--- config.mk ---
export PLATFORM = sky130hd
export DESIGN_NAME = uart_packet_assembler
export DESIGN_NICKNAME = d
export VERILOG_FILES = /design/src/rtl/uart_pkt_pkg.sv /design/src/rtl/uart_packet_assembler_idle_timeout.sv /design/src/rtl/uart_packet_assembler.sv
export SDC_FILE = /design/constraint.sdc
export NUM_CORES = 1
export LEC_CHECK = 0
export CELL_PAD_IN_SITES_DETAIL_PLACEMENT = 0
export CELL_PAD_IN_SITES_GLOBAL_PLACEMENT = 1
export CORE_MARGIN = 10
export CORE_UTILIZATION = 44
export CTS_BUF_LIST = sky130_fd_sc_hd__clkbuf_4 sky130_fd_sc_hd__clkbuf_8 sky130_fd_sc_hd__clkbuf_16
export CTS_CLUSTER_SIZE = 28
export DETAILED_ROUTE_END_ITERATION = 6
export PLACE_DENSITY_LB_ADDON = 0.1
export SYNTH_ARGS = -nofsm -noshare
export SYNTH_HDL_FRONTEND = slang
export SYNTH_SLANG_ARGS = --single-unit
export TNS_END_PERCENT = 1
--- constraint.sdc ---
create_clock -name clk -period 3.9 [get_ports clk]
set_input_delay 0.39 -clock clk [delete_from_list [all_inputs] [get_ports clk]]
set_output_delay 0.39 -clock clk [all_outputs]
set_load 0.1 [all_outputs]
--- src/rtl/uart_pkt_pkg.sv ---
// Shared definitions for the UART packet assembler: default widths, header
// codes, assembler state encoding and dimension helpers.
package uart_pkt_pkg;

  localparam int DEFAULT_DATA_WIDTH = 8;
  localparam int DEFAULT_MSG_WIDTH  = 64;

  localparam logic [7:0] MEM_PARAMS   = 8'h01;
  localparam logic [7:0] MOD_PARAMS   = 8'h02;
  localparam logic [7:0] DEMOD_PARAMS = 8'h03;
  localparam logic [7:0] SYS_STATUS   = 8'h04;
  localparam logic [7:0] REPLACE_NUM  = 8'h05;

  typedef enum logic {
    ST_IDLE    = 1'b0,
    ST_COLLECT = 1'b1
  } asm_state_e;

  function automatic int calc_words(input int msg_w, input int data_w);
    return msg_w / data_w;
  endfunction

  // One extra bit so the counter can represent WORDS itself.
  function automatic int count_width(input int words);
    return $clog2(words) + 1;
  endfunction

  function automatic int idle_width(input int timeout_clks);
    return (timeout_clks > 1) ? $clog2(timeout_clks + 1) : 1;
  endfunction

endpackage

--- src/rtl/uart_packet_assembler_idle_timeout.sv ---
// Saturating idle counter: pulses expired on the cycle its count reaches
// TIMEOUT_CLKS while enabled. TIMEOUT_CLKS = 0 disables it entirely.
module idle_timeout_counter
  import uart_pkt_pkg::*;
#(
  parameter int TIMEOUT_CLKS = 810000
) (
  input  logic clk,
  input  logic rst,
  input  logic clear,
  input  logic enable,
  output logic expired
);

  localparam int CNT_W = idle_width(TIMEOUT_CLKS);

  generate
    if (TIMEOUT_CLKS == 0) begin : g_off
      logic unused_inputs;
      assign unused_inputs = ^{clk, rst, clear, enable};
      assign expired       = 1'b0;
    end else begin : g_on
      localparam logic [CNT_W-1:0] LAST = CNT_W'(TIMEOUT_CLKS - 1);
      localparam logic [CNT_W-1:0] SAT  = CNT_W'(TIMEOUT_CLKS);

      logic [CNT_W-1:0] cnt_q, cnt_d;

      always_comb begin
        cnt_d = cnt_q;
        if (clear) begin
          cnt_d = '0;
        end else if (enable && (cnt_q != SAT)) begin
          cnt_d = cnt_q + CNT_W'(1);
        end
      end

      always_ff @(posedge clk) begin
        if (rst) begin
          cnt_q <= '0;
        end else begin
          cnt_q <= cnt_d;
        end
      end

      // The cycle that would bring the count to TIMEOUT_CLKS is the expiry cycle.
      assign expired = enable && !clear && (cnt_q == LAST);
    end
  endgenerate

endmodule

--- src/rtl/uart_packet_assembler.sv ---
// Assembles UART words into header/payload messages with an inter-word
// timeout and a one-deep valid/ready output register.
module uart_packet_assembler
  import uart_pkt_pkg::*;
#(
  parameter int DATA_WIDTH   = DEFAULT_DATA_WIDTH,
  parameter int MSG_WIDTH    = DEFAULT_MSG_WIDTH,
  parameter int HEADER_WIDTH = 8,
  parameter bit MSB_FIRST    = 1'b0,
  parameter int TIMEOUT_CLKS = 810000,
  localparam int WORDS       = calc_words(MSG_WIDTH, DATA_WIDTH),
  localparam int CNT_W       = count_width(WORDS)
) (
  input  logic                          clk,
  input  logic                          rst,
  input  logic [DATA_WIDTH-1:0]         in_data,
  input  logic                          in_valid,
  output logic [HEADER_WIDTH-1:0]       out_header,
  output logic [MSG_WIDTH-HEADER_WIDTH-1:0] out_payload,
  output logic                          out_valid,
  input  logic                          out_ready,
  output logic                          timeout_err,
  output logic                          overflow_err,
  output logic [CNT_W-1:0]              word_count
);

  asm_state_e           state_q, state_d;
  logic [CNT_W-1:0]     count_q, count_d;
  logic [MSG_WIDTH-1:0] shift_q, shift_d, shifted;
  logic [MSG_WIDTH-1:0] msg_q, msg_d;
  logic                 out_valid_q, out_valid_d;
  logic                 timeout_err_q, timeout_err_d;
  logic                 overflow_err_q, overflow_err_d;
  logic                 complete, handshake, idle_en, expired;

  generate
    if (WORDS == 1) begin : g_single
      assign shifted = in_data;
    end else if (MSB_FIRST) begin : g_msb
      assign shifted = {shift_q[MSG_WIDTH-DATA_WIDTH-1:0], in_data};
    end else begin : g_lsb
      assign shifted = {in_data, shift_q[MSG_WIDTH-1:DATA_WIDTH]};
    end
  endgenerate

  assign handshake = out_valid_q && out_ready;
  assign complete  = in_valid && (count_q == CNT_W'(WORDS - 1));
  assign idle_en   = (state_q == ST_COLLECT) && !in_valid;

  idle_timeout_counter #(
    .TIMEOUT_CLKS(TIMEOUT_CLKS)
  ) u_idle (
    .clk    (clk),
    .rst    (rst),
    .clear  (in_valid),
    .enable (idle_en),
    .expired(expired)
  );

  always_ff @(posedge clk) begin
    if (rst) begin
      state_q <= ST_IDLE;
    end else begin
      state_q <= state_d;
    end
  end

  always_comb begin
    state_d = state_q;
    case (state_q)
      ST_IDLE:    if (in_valid && !complete) state_d = ST_COLLECT;
      ST_COLLECT: if (complete || expired) state_d = ST_IDLE;
      default:    state_d = ST_IDLE;
    endcase
  end

  always_comb begin
    count_d        = count_q;
    shift_d        = shift_q;
    msg_d          = msg_q;
    out_valid_d    = out_valid_q;
    timeout_err_d  = 1'b0;
    overflow_err_d = 1'b0;
    if (in_valid) begin
      shift_d = shifted;
      count_d = complete ? '0 : count_q + CNT_W'(1);
    end else if (expired) begin
      count_d       = '0;
      timeout_err_d = 1'b1;
    end
    if (handshake) begin
      out_valid_d = 1'b0;
    end
    // A completion can load only into an empty or simultaneously drained register.
    if (complete) begin
      if (!out_valid_q || out_ready) begin
        msg_d       = shifted;
        out_valid_d = 1'b1;
      end else begin
        overflow_err_d = 1'b1;
      end
    end
  end

  always_ff @(posedge clk) begin
    if (rst) begin
      count_q        <= '0;
      shift_q        <= '0;
      msg_q          <= '0;
      out_valid_q    <= 1'b0;
      timeout_err_q  <= 1'b0;
      overflow_err_q <= 1'b0;
    end else begin
      count_q        <= count_d;
      shift_q        <= shift_d;
      msg_q          <= msg_d;
      out_valid_q    <= out_valid_d;
      timeout_err_q  <= timeout_err_d;
      overflow_err_q <= overflow_err_d;
    end
  end

  assign out_header   = msg_q[HEADER_WIDTH-1:0];
  assign out_payload  = msg_q[MSG_WIDTH-1:HEADER_WIDTH];
  assign out_valid    = out_valid_q;
  assign timeout_err  = timeout_err_q;
  assign overflow_err = overflow_err_q;
  assign word_count   = count_q;

endmodule

Word level (Yosys, flattened, before mapping)
Cells that the tools add are included.
{"block": "totals", "latchBits": 0, "input_bits": 12, "ram_bits": 0, "romBits": 0, "wordCells": 42, "n_memories": 0, "regBits": 156, "output_inout_bits": 71}
{"block": "classes", "n_mux": 11, "order_cmp": 0, "n_div": 0, "n_eq_ne": 3, "n_bitwise": 2, "multipliers": 0, "n_reduce_logical": 16, "n_shift": 0, "addsub": 2}
{"cell": "20-bit by 1-bit adder with 20-bit output, second input constant", "n": 1}
{"cell": "20-bit equality test, second input constant", "n": 1}
{"cell": "20-bit != test, second input constant", "n": 1}
{"cell": "4-bit two-way mux", "n": 3}
{"cell": "1-bit logical AND", "n": 7}
{"cell": "1-bit two-way mux", "n": 7}
{"cell": "4-bit by 1-bit adder with 4-bit output, second input constant", "n": 1}
{"cell": "4-bit by 3-bit equality test with 1-bit output, second input constant", "n": 1}
{"cell": "2-bit OR reduction", "n": 2}
{"cell": "1-bit zero test", "n": 3}
{"cell": "1-bit logical OR", "n": 2}
{"cell": "1-bit inverter", "n": 2}
{"cell": "1-bit case mux with 2 select lines", "n": 1}
{"cell": "2-bit AND reduction", "n": 1}
{"cell": "2-bit nonzero test", "n": 1}

Depth between registers and ports, before layout
{"block": "logic_depth", "ltp_word": 7, "depth_mapped": 7, "mapped_depth_nobuf": 6}

By module
Synthesis repeated with hierarchy kept, for this count alone.
{"block": "unflattened", "hier_cells": 618, "area_unflattened_um2": 6269.8}
{"module": "uart_packet_assembler", "cells_each": 496, "instances": 1, "area_per_inst_um2": 5235.0, "seq_area_each_um2": 2562.5}
{"module": "idle_timeout_counter", "cells_each": 122, "instances": 1, "area_per_inst_um2": 1034.7, "seq_area_each_um2": 400.4}

Least setup slack after synthesis
OpenSTA, ideal clock, no wires.
{"block": "synth_timing", "kind": "register to register", "from": "register count_q[0] (netlist: word_count[0])", "to": "register msg_q[10]", "path_buffers": 2, "stages_incl_launch_ff": 8, "period_less_slack_ns": 2.353, "setup_time_ns": 0.132, "arrival_time_ns": 2.221, "required_ns": 3.768, "slack_ns": 1.547, "cell_sequence": "dfxtp_1 > ha_1 > nand4b_1 > nand2b_1 > clkbuf_1 > clkbuf_1 > nand2_1 > a21oi_1"}
{"block": "synth_via", "elab_chain_len": 3}
{"element": "start, declared", "line": "uart_packet_assembler.sv:28", "rtl": "logic [CNT_W-1:0] count_q, count_d;"}
{"element": "start signal, assigned", "line": "uart_packet_assembler.sv:114", "rtl": "count_q <= count_d;"}
{"element": "4-bit by 3-bit equality test with 1-bit output", "line": "uart_packet_assembler.sv:47", "rtl": "assign complete = in_valid && (count_q == CNT_W'(WORDS - 1));"}
{"element": "1-bit logical AND", "line": "uart_packet_assembler.sv:47"}
{"element": "2-bit AND reduction (no source line)"}
{"element": "end signal, assigned", "line": "uart_packet_assembler.sv:116", "rtl": "msg_q <= msg_d;"}
{"element": "end, declared", "line": "uart_packet_assembler.sv:30", "rtl": "logic [MSG_WIDTH-1:0] msg_q, msg_d;"}
Every way passes these cells.
A chain may end at the register's enable or synchronous reset.

Final worst setup path
{"block": "layout_timing", "from": "register count_q[2] (netlist: word_count[2])", "to": "output port word_count[2]"}
{"element": "end, declared", "line": "uart_packet_assembler.sv:24", "rtl": "output logic [CNT_W-1:0] word_count"}
No word-level cell between the ends.

==> impl_metrics.json <==
{
  "timing.fmax_mhz": 418,
  "cts_sinks": 148,
  "fin_tns_setup_ns": 0,
  "routabilityCongestion": 0.786,
  "end_kind": "primary output",
  "critPathMaxFanout": 6,
  "rrSetupSlack_ns": 1.69,
  "place_ws_ns": 1.56,
  "start_util": 0.456,
  "multiInputGateArea_um2": 2410,
  "cts_root_buffer": "clkbuf_16",
  "cts_setup_buffers": 0,
  "startpoint_type": "register",
  "wl_per_cell_um": 14.8,
  "finalPower_uw": 3160,
  "drt-vias-per-instance": 5.05,
  "cp_data_arrival_time_ns": 2.00,
  "p_per_area_nw_per_um2": 451,
  "min_path_cells": 4,
  "grt_use_total": 0.148,
  "core-area_um2": 12200,
  "ys_types": 42,
  "row_count": 40,
  "crit_family": "buffers and inverters",
  "rsz0062_at_grt": "false",
  "p_sw_uw": 655,
  "clock_skew_ns": 0.00550,
  "synth_cells": 621,
  "dieArea_um2": 17500,
  "port_buffers": 82,
  "clkLatencyLatePin_ns": 0.41,
  "worstMarginPinSlew_ns": 1.02,
  "whs_ns": 0.393,
  "critPathBufInv": 1,
  "setup.worst_path.class": "register to primary output",
  "drv_cap": 0,
  "ys_ff_latch": 148,
  "synthesis.area_um2": 5550,
  "cts.clk_slew.worst_paths_ns": 0.06,
  "pin_count": 83,
  "period_share": 0.614,
  "slowest_delay_ns": 1.17,
  "p_seq_frac": 0.487,
  "hold_viol": 0,
  "synthFlopType": "dfxtp_1",
  "grt_pass1_vias": 4246,
  "drive_gt1_frac": 0.0703,
  "n_fill_cell": 1120,
  "p_leak_uw": 0.00257,
  "final_cell_mix": "148 x dfxtp_1, 139 x nand2_1, 80 x clkdlybuf4s50_1",
  "diodes": 0,
  "clock_power_share": 0.479,
  "synth_area_per_cell_um2": 8.94,
  "dr.pass1.iters": 4,
  "grt_max_degree": 82,
  "syn2layout_area_growth_pct": 26.2,
  "cts_hold_repair.buffers": 0,
  "final_util": 0.576,
  "final-seq-area_um2": 2960,
  "cts_buffer_depth": 2,
  "crit_chain": "clkdlybuf4s50_1",
  "nNetsFinal": 702,
  "max-vdd-ir-drop_uv": 409,
  "synth_fp_nets": 636,
  "ant_nets": 0,
  "slew_headroom": 0.323,
  "dp_hpwl_mm": 8.59,
  "setup_viol": 0,
  "yosys_warnings": 0,
  "drcViolationCount": 0,
  "antenna_found_initial": 0,
  "worstHoldPathType": "primary input to register",
  "fp.dieH_um": 132,
  "synth-seq-area-share": 0.534,
  "combPwrFrac": 0.034,
  "via_count": 4369,
  "first_iter_violations": 267,
  "status": "finished, final reports clean",
  "finalMaxSlewViolations": 0,
  "cp_slowest_cell": "clkdlybuf4s50_1",
  "cts_buffers": 17,
  "finalWirelength_mm": 12.8,
  "cp.required_ns": 3.51,
  "gr-total-overflow": 0,
  "switching_share": 0.207,
  "die_w_um": 132,
  "cts_tree": "done",
  "min_period_ns": 2.39,
  "h-tree-depth": 4,
  "final_common_cell": "dfxtp_1",
  "synthArstFlopShare": 0,
  "path_depth": 1,
  "r2r_cells": 6,
  "cts_resized": 0,
  "power.internal_uw": 2510,
  "grt_pass1_wl_mm": 21.6,
  "synth-edff-count": 0,
  "fin_ws_ns": 1.51
}
layout make-up:
| class | instances | share of cell area |
|---|---|---|
| Sequential cell | 148 | 0.423 |
| Multi-Input combinational cell | 428 | 0.344 |
| Clock inverter | 5 | 0.00750 |
| Inverter | 5 | 0.00268 |
| Clock buffer | 24 | 0.0709 |
| Tap cell | 168 | 0.0300 |
| Timing Repair Buffer | 87 | 0.122 |
per-layer routing:
| metal | GRT usage | share of wire | wire length [um] |
|---|---|---|---|
| met5 | 0 | 0 | 0 |
| met4 | 0.0446 | 0.012 | 152 |
| met2 | 0.214 | 0.45 | 5780 |
| met1 | 0.197 | 0.47 | 5990 |
| met3 | 0.0572 | 0.068 | 871 |
tightest hold or removal path: cells and delay by family:
family / cells / cell delay, ns
AND/OR/NAND/NOR: 1 / 0.10
buffers and inverters: 1 / 0.11
AO/OA/AOI/OAI: 2 / 0.15
cells in the mapped netlist, types with 4 or more instances:
| cell type | n | share of area |
|---|---|---|
| nand2_1 | 139 | 0.094 |
| nand4_1 | 6 | 0.0068 |
| a21oi_1 | 76 | 0.069 |
| mux2i_1 | 58 | 0.10 |
| dfxtp_1 | 148 | 0.53 |
| buf_1 | 5 | 0.0034 |
| xor2_1 | 9 | 0.014 |
| or4_1 | 5 | 0.0068 |
| o21ai_0 | 4 | 0.0036 |
| inv_1 | 5 | 0.0034 |
| or3_1 | 4 | 0.0045 |
| clkbuf_1 | 26 | 0.018 |
| nor2_1 | 68 | 0.046 |
| buf_2 | 8 | 0.0072 |
| o31ai_1 | 5 | 0.0068 |
| nand3_1 | 12 | 0.011 |
through the flow:
stage	area, um^2	instances
after floorplan	5550	621
after global placement	6460	836
after detailed placement	6460	836
after CTS	7010	865
after global routing	7010	865
final	7010	865
sequential cells by signal, indices dropped and copies added, names as in the netlist:
signal / cells
timeout_err: 1
out_valid: 1
word_count: 4
state_q: 1
shift_q: 56
overflow_err: 1
u_idle.g_on.cnt_q: 20
msg_q: 64
power by group through the flow:
stage,clock network (uW),logic (uW),registers (uW)
final,1510,107,1540
after global placement,0,107,1570
after global routing,1610,118,1540
after CTS,1550,108,1540
after detailed placement,0,108,1570
after floorplan,0,67.0,1580
cell families after synthesis:
| kind of cell | synth area share |
|---|---|
| and+or+nand+nor | 0.216 |
| DFF | 0.534 |
| AOI/OAI and AO/OA | 0.0893 |
| muxes | 0.105 |
| buffers and inverters | 0.0336 |
| xor gates and xnor gates | 0.0158 |
| adders and majority gates | 0.00676 |
final timing paths:
check,start,end
max,word_count[2],word_count[2]
min reg2reg,msg_q[33],msg_q[33]
max reg2reg,word_count[0],msg_q[24]
min,in_valid,state_q
Power figures use the tool's default switching activity.
